==> src/rtl/regfile_pkg.sv <==
// Shared constants and types for the multi-port register file.
// Default geometry, address/data typedefs and the hardwired zero register.
package regfile_pkg;

    localparam int unsigned DEF_DATA_WIDTH = 16;
    localparam int unsigned DEF_ADDR_WIDTH = 5;
    localparam int unsigned DEF_NUM_READ   = 3;
    localparam int unsigned DEF_NUM_WRITE  = 2;

    localparam int unsigned ZERO_REG = 0;

    typedef logic [DEF_ADDR_WIDTH-1:0] reg_addr_t;
    typedef logic [DEF_DATA_WIDTH-1:0] reg_data_t;

endpackage

==> src/rtl/regfile_mp_if.sv <==
// Port bundle between issue/writeback (master) and the register file (slave).
interface regfile_mp_if #(
    parameter int unsigned DATA_WIDTH = 16,
    parameter int unsigned ADDR_WIDTH = 5,
    parameter int unsigned NUM_READ   = 3,
    parameter int unsigned NUM_WRITE  = 2
);

    logic [NUM_READ-1:0][ADDR_WIDTH-1:0]  rd_addr;
    logic [NUM_READ-1:0][DATA_WIDTH-1:0]  rd_data;
    logic [NUM_READ-1:0]                  rd_busy;
    logic [NUM_WRITE-1:0]                 wr_en;
    logic [NUM_WRITE-1:0][ADDR_WIDTH-1:0] wr_addr;
    logic [NUM_WRITE-1:0][DATA_WIDTH-1:0] wr_data;
    logic                                 rsv_en;
    logic [ADDR_WIDTH-1:0]                rsv_addr;
    logic [ADDR_WIDTH-1:0]                busy_count;

    modport master (
        output rd_addr, wr_en, wr_addr, wr_data, rsv_en, rsv_addr,
        input  rd_data, rd_busy, busy_count
    );

    modport slave (
        input  rd_addr, wr_en, wr_addr, wr_data, rsv_en, rsv_addr,
        output rd_data, rd_busy, busy_count
    );

endinterface

==> src/rtl/regfile_scoreboard.sv <==
// Per-register busy bits with reserve-over-release priority and an
// incrementally maintained population count.
module regfile_scoreboard
    import regfile_pkg::*;
#(
    parameter int unsigned ADDR_WIDTH = DEF_ADDR_WIDTH,
    parameter int unsigned NUM_WRITE  = DEF_NUM_WRITE
) (
    input  logic                                 clock,
    input  logic                                 reset_n,
    input  logic [NUM_WRITE-1:0]                 wr_en,
    input  logic [NUM_WRITE-1:0][ADDR_WIDTH-1:0] wr_addr,
    input  logic                                 rsv_en,
    input  logic [ADDR_WIDTH-1:0]                rsv_addr,
    output logic [2**ADDR_WIDTH-1:0]             busy,
    output logic [ADDR_WIDTH-1:0]                busy_count
);

    localparam int unsigned NUM_REGS = 2**ADDR_WIDTH;
    localparam int unsigned CW       = ADDR_WIDTH + 1;

    logic [NUM_REGS-1:0]   busy_q, busy_d;
    logic [NUM_REGS-1:0]   set_vec, clr_vec;
    logic [ADDR_WIDTH-1:0] count_q, count_d;
    logic [CW-1:0]         n_rise, n_fall;

    always_comb begin
        set_vec = '0;
        clr_vec = '0;
        for (int p = 0; p < int'(NUM_WRITE); p++) begin
            if (wr_en[p]) begin
                clr_vec[wr_addr[p]] = 1'b1;
            end
        end
        if (rsv_en) begin
            set_vec[rsv_addr] = 1'b1;
        end
        set_vec[ZERO_REG] = 1'b0;
        clr_vec[ZERO_REG] = 1'b0;

        // A reserve on the same edge as a release keeps the bit set.
        busy_d = set_vec | (busy_q & ~clr_vec);

        n_rise = '0;
        n_fall = '0;
        for (int a = 0; a < int'(NUM_REGS); a++) begin
            n_rise = n_rise + CW'(busy_d[a] & ~busy_q[a]);
            n_fall = n_fall + CW'(busy_q[a] & ~busy_d[a]);
        end
        count_d = ADDR_WIDTH'({1'b0, count_q} + n_rise - n_fall);
    end

    always_ff @(posedge clock or negedge reset_n) begin
        if (!reset_n) begin
            busy_q  <= '0;
            count_q <= '0;
        end else begin
            busy_q  <= busy_d;
            count_q <= count_d;
        end
    end

    assign busy       = busy_q;
    assign busy_count = count_q;

endmodule

==> src/rtl/regfile_mp.sv <==
// Multi-port register file with optional write-to-read bypass and an
// integrated busy scoreboard; r0 reads as zero and is never busy.
module regfile_mp
    import regfile_pkg::*;
#(
    parameter int unsigned DATA_WIDTH = DEF_DATA_WIDTH,
    parameter int unsigned ADDR_WIDTH = DEF_ADDR_WIDTH,
    parameter int unsigned NUM_READ   = DEF_NUM_READ,
    parameter int unsigned NUM_WRITE  = DEF_NUM_WRITE,
    parameter int unsigned BYPASS     = 1
) (
    input logic         clock,
    input logic         reset_n,
    regfile_mp_if.slave bus
);

    localparam int unsigned NUM_REGS = 2**ADDR_WIDTH;
    localparam logic [ADDR_WIDTH-1:0] ZERO_ADDR = ADDR_WIDTH'(ZERO_REG);

    logic [DATA_WIDTH-1:0] regs_q [NUM_REGS];
    logic [DATA_WIDTH-1:0] regs_d [NUM_REGS];
    logic [NUM_REGS-1:0]   busy;
    logic [NUM_READ-1:0]   byp_hit;
    logic [NUM_READ-1:0]   rsv_hit;

    regfile_scoreboard #(
        .ADDR_WIDTH (ADDR_WIDTH),
        .NUM_WRITE  (NUM_WRITE)
    ) u_scoreboard (
        .clock      (clock),
        .reset_n    (reset_n),
        .wr_en      (bus.wr_en),
        .wr_addr    (bus.wr_addr),
        .rsv_en     (bus.rsv_en),
        .rsv_addr   (bus.rsv_addr),
        .busy       (busy),
        .busy_count (bus.busy_count)
    );

    // Later ports overwrite earlier ones, so the highest index wins.
    always_comb begin
        regs_d = regs_q;
        for (int p = 0; p < int'(NUM_WRITE); p++) begin
            if (bus.wr_en[p] && bus.wr_addr[p] != ZERO_ADDR) begin
                regs_d[bus.wr_addr[p]] = bus.wr_data[p];
            end
        end
    end

    always_ff @(posedge clock or negedge reset_n) begin
        if (!reset_n) begin
            for (int a = 0; a < int'(NUM_REGS); a++) begin
                regs_q[a] <= '0;
            end
        end else begin
            regs_q <= regs_d;
        end
    end

    always_comb begin
        bus.rd_data = '0;
        bus.rd_busy = '0;
        byp_hit     = '0;
        rsv_hit     = '0;
        for (int i = 0; i < int'(NUM_READ); i++) begin
            if (bus.rd_addr[i] != ZERO_ADDR) begin
                bus.rd_data[i] = regs_q[bus.rd_addr[i]];
                bus.rd_busy[i] = busy[bus.rd_addr[i]];
                if (BYPASS != 0) begin
                    for (int p = 0; p < int'(NUM_WRITE); p++) begin
                        if (bus.wr_en[p] && bus.wr_addr[p] == bus.rd_addr[i]) begin
                            bus.rd_data[i] = bus.wr_data[p];
                            byp_hit[i]     = 1'b1;
                        end
                    end
                    rsv_hit[i] = bus.rsv_en && (bus.rsv_addr == bus.rd_addr[i]);
                    // A releasing write hides the busy bit unless a new producer
                    // is reserving the same register this cycle.
                    if (byp_hit[i] && !rsv_hit[i]) begin
                        bus.rd_busy[i] = 1'b0;
                    end
                end
            end
        end
    end

endmodule

==> src/flat_wrapper.sv <==
// flat-port wrapper written by rule: the top's interface ports become plain ports
module regfile_mp_flat import regfile_pkg::*;
#(
    parameter int unsigned DATA_WIDTH = DEF_DATA_WIDTH,
    parameter int unsigned ADDR_WIDTH = DEF_ADDR_WIDTH,
    parameter int unsigned NUM_READ   = DEF_NUM_READ,
    parameter int unsigned NUM_WRITE  = DEF_NUM_WRITE,
    parameter int unsigned BYPASS     = 1
)
  (clock, reset_n, bus_rd_addr, bus_wr_en, bus_wr_addr, bus_wr_data, bus_rsv_en, bus_rsv_addr, bus_rd_data, bus_rd_busy, bus_busy_count);
  regfile_mp_if #(.DATA_WIDTH(DATA_WIDTH), .ADDR_WIDTH(ADDR_WIDTH), .NUM_READ(NUM_READ), .NUM_WRITE(NUM_WRITE)) bus_i ();
  input logic clock;
  input logic reset_n;
  input wire logic [$bits(bus_i.rd_addr)-1:0] bus_rd_addr;
  input wire logic [$bits(bus_i.wr_en)-1:0] bus_wr_en;
  input wire logic [$bits(bus_i.wr_addr)-1:0] bus_wr_addr;
  input wire logic [$bits(bus_i.wr_data)-1:0] bus_wr_data;
  input wire logic [$bits(bus_i.rsv_en)-1:0] bus_rsv_en;
  input wire logic [$bits(bus_i.rsv_addr)-1:0] bus_rsv_addr;
  output wire logic [$bits(bus_i.rd_data)-1:0] bus_rd_data;
  output wire logic [$bits(bus_i.rd_busy)-1:0] bus_rd_busy;
  output wire logic [$bits(bus_i.busy_count)-1:0] bus_busy_count;
  assign bus_i.rd_addr = bus_rd_addr;
  assign bus_i.wr_en = bus_wr_en;
  assign bus_i.wr_addr = bus_wr_addr;
  assign bus_i.wr_data = bus_wr_data;
  assign bus_i.rsv_en = bus_rsv_en;
  assign bus_i.rsv_addr = bus_rsv_addr;
  assign bus_rd_data = bus_i.rd_data;
  assign bus_rd_busy = bus_i.rd_busy;
  assign bus_busy_count = bus_i.busy_count;
  regfile_mp #(.DATA_WIDTH(DATA_WIDTH), .ADDR_WIDTH(ADDR_WIDTH), .NUM_READ(NUM_READ), .NUM_WRITE(NUM_WRITE), .BYPASS(BYPASS)) u_core (.clock(clock), .reset_n(reset_n), .bus(bus_i));
endmodule
==> config.mk <==
export PLATFORM = sky130hd
export DESIGN_NAME = regfile_mp_flat
export DESIGN_NICKNAME = d
export VERILOG_FILES = /design/src/rtl/regfile_pkg.sv /design/src/rtl/regfile_mp_if.sv /design/src/rtl/regfile_scoreboard.sv /design/src/rtl/regfile_mp.sv /design/src/flat_wrapper.sv
export SDC_FILE = /design/constraint.sdc
export NUM_CORES = 2
export LEC_CHECK = 0
export CAP_MARGIN = 20
export CORE_MARGIN = 3
export CORE_UTILIZATION = 50
export DETAILED_ROUTE_END_ITERATION = 12
export PLACE_DENSITY = 0.67
export SETUP_SLACK_MARGIN = 0.5
export SKIP_LAST_GASP = 1
export SLEW_MARGIN = 20
export SYNTH_ARGS = -nofsm -noshare
export SYNTH_HDL_FRONTEND = slang
export SYNTH_SLANG_ARGS = --single-unit
==> constraint.sdc <==
create_clock -name clock -period 9.81 [get_ports clock]
set_clock_uncertainty 0.15 [all_clocks]
set_input_delay 2.943 -clock clock [delete_from_list [all_inputs] [get_ports clock]]
set_output_delay 2.943 -clock clock [all_outputs]
set_load 0.02 [all_outputs]
==> run summary <==
Vias in the first global route = 35.6k
Register area share after synthesis = 32.7%
Final worst slack = 0.425 ns
Mapped Nets = 4084
Nets = 4107
Pre-CTS WS = -0.117 ns
Gpl congestion = 0.990
Input/output buffers = 122
Hold WS = 0.267 ns
Final setup fails = 0
Critical Path AT = 6.29 ns
FFs w/ async S/R, synth = 100%
Most frequent cells in the layout = mux2i_1, dfrtp_1, mux4_2
Ratio of cells with drive above 1 in the final layout = 23.0%
Post-synth EDFFs = 0
Flops & latches, synth = 548
Initial drt markers = 6207
Synth Area per Inst = 10.6 um2
WL final = 172000 um
Final instance area = 47800 um2
Critical path startpoint category = primary input
Max-cap violation count = 0
Power density over cell area = 256 nW/um2
Setup TNS = 0 ns
Top Ports = 123
Worst VDD drop = 2260 uV
RSZ-0062 raised after global routing = no
Max Fclk = 107 MHz
Clock Latency Late Sink = 0.63 ns
Yosys cell types = 63
Placed Area = 45200 um2
Commonest non-fill, non-tap cell in the layout = mux2i_1
Post-Syn Instances = 3951
Status = complete, no violations
Initial Util = 50.8%
Dpl cells = 4965
Final period utilization = 95.7%
DRC = 0
H-Tree Depth = 3
Via-per-instance ratio = 7.16
Worst EP required = 6.72 ns
Clock root buffer = clkbuf_16
GRT Util Overall = 39.4%
DRT antenna net count = 0
First-pass GRT wire length = 249000 um
# fillers = 6874
Area Growth Syn to Fin = 14.0%
Synth top area share = 32.7%
Antenna violations before repair = 8
Worst-Margin Slew = 1.13 ns
Drt pass-1 iters = 8
Static leakage power = 20.2 nW
Area of the core = 82500 um2
Wire length per cell = 33.8 um
Worst hold path type = reg2reg
Slew HR = 24.7%
CTS tree = built
Pins over their slew limit = 0
Synth area leader = dfrtp_1
Yosys warns = 0
CTS Buf Count = 67
DPL Wire Length = 109000 um
Max Buffers Root-to-Sink = 3
Clk slew on worst S/H paths = 0.06 ns
Post-layout min period = 9.39 ns
WS Path Type = in2out
Mapped cell area = 41900 um2
Final Core Density = 57.9%
Chip Width = 296 um
Largest cells by area after synthesis = dfrtp_1, mux4_2, mux2i_1, a21oi_1, nand2_1
Row count = 105
Cell Count, Final, Fillers Out = 5103
Max FO, Critical Path = 18
Height of the die = 296 um
Global route overflow = 0
Critical Path End Type = output port
TritonCTS Sinks = 548
CTS Hold Bufs = 0
Power Total = 12.2 mW
Main synth FF type = dfrtp_1
Die area = 87300 um2
DR vias = 36.6k
Final count of hold timing violations = 0
Largest net degree at the start of global routing = 150
flip-flops by register name, summed over array words and instances (netlist names):
signal                          flops
u_core.u_scoreboard.busy           31
u_core.u_scoreboard.busy_count      5
u_core.regs_q                     512
layout make-up:
| class | instances | area, um2 | area share (%) |
|---|---|---|---|
| antenna | 6 | 15.0 | 0.0314 |
| clock buffer | 99 | 1990 | 4.16 |
| clock inverter | 23 | 209 | 0.437 |
| inverter | 83 | 314 | 0.657 |
| multi-input combinational | 2845 | 26200 | 54.9 |
| sequential | 548 | 13700 | 28.7 |
| tap | 1070 | 1340 | 2.80 |
| timing repair buffer | 429 | 3970 | 8.32 |
kinds of logic (layout without fill, tap and decap cells):
kind of cell	count (synthesis)	count (layout)	share of synthesized area [%]
buf+inv	558	634	5.76
flops	548	548	32.7
fa+ha+maj	66	66	2.96
xor+xnor	52	52	1.09
compound gates	830	830	11.4
simple gates	851	851	8.80
other cells	0	6	0
mux	1046	1046	37.3
power breakdown:
group / internal (mW) / switching, mW / leakage, nW / total [mW]
Clock: 1.47 / 1.09 / 1.08 / 2.56
Sequential: 2.92 / 0.658 / 6.71 / 3.58
Combinational: 3.15 / 2.94 / 12.4 / 6.09
layer usage:
layer | wire [um] | share of wire [%] | global-route usage [%]
met1 | 61100 | 35 | 51.1
met4 | 13000 | 7.6 | 25.1
met2 | 71900 | 42 | 55.1
met3 | 26400 | 15 | 15.4
met5 | 44 | 0.026 | 0.325
cells in the mapped netlist (28+ instances only):
cell type and instances:
mux2i_1 620, dfrtp_1 548, mux4_2 410, nand2_1 354, nor2_1 313, a21oi_1 302, clkbuf_1 287, o21ai_1 206
o21ai_0 99, buf_2 82, inv_1 82, buf_1 63, fa_1 55, a22oi_1 40, a211oi_1 39, nor2b_1 38
buf_4 30, xor2_1 29, nor3_1 28
worst paths after layout:
check / from / endpoint / cells after the start / slack, ns
worst max-delay path: bus_rd_addr[14] / bus_rd_data[37] / 8 / 0.42
worst min register to register: u_core.regs_q[503]$_DFF_PN0_ / u_core.regs_q[503]$_DFF_PN0_ / 0 / 0.27
min in group asynchronous: reset_n / u_core.regs_q[422]$_DFF_PN0_ / 1 / 2.15
worst min-delay path: u_core.regs_q[503]$_DFF_PN0_ / u_core.regs_q[503]$_DFF_PN0_ / 0 / 0.27
max in group asynchronous: reset_n / u_core.regs_q[164]$_DFF_PN0_ / 2 / 6.01
worst max register to register: u_core.u_scoreboard.busy[12]$_DFF_PN0_ / u_core.u_scoreboard.busy_count[4]$_DFF_PN0_ / 23 / 3.44
worst max-delay path, stage by stage:
cell and delay, ns:
clkdlybuf4s50_1 0.71, buf_4 0.44, nor2_1 0.23, buf_4 0.26
a22o_1 0.37, o32ai_1 0.49, buf_4 0.21, clkdlybuf4s50_1 0.61
what timing repair did:
action	4_1_cts	5_1_grt
setup endpoints to repair	14	32
buffers inserted	3	6
pin swaps	2	20
resized for setup	10	59
gates cloned	0	1
No activity file was read; power rests on OpenSTA's default activity.
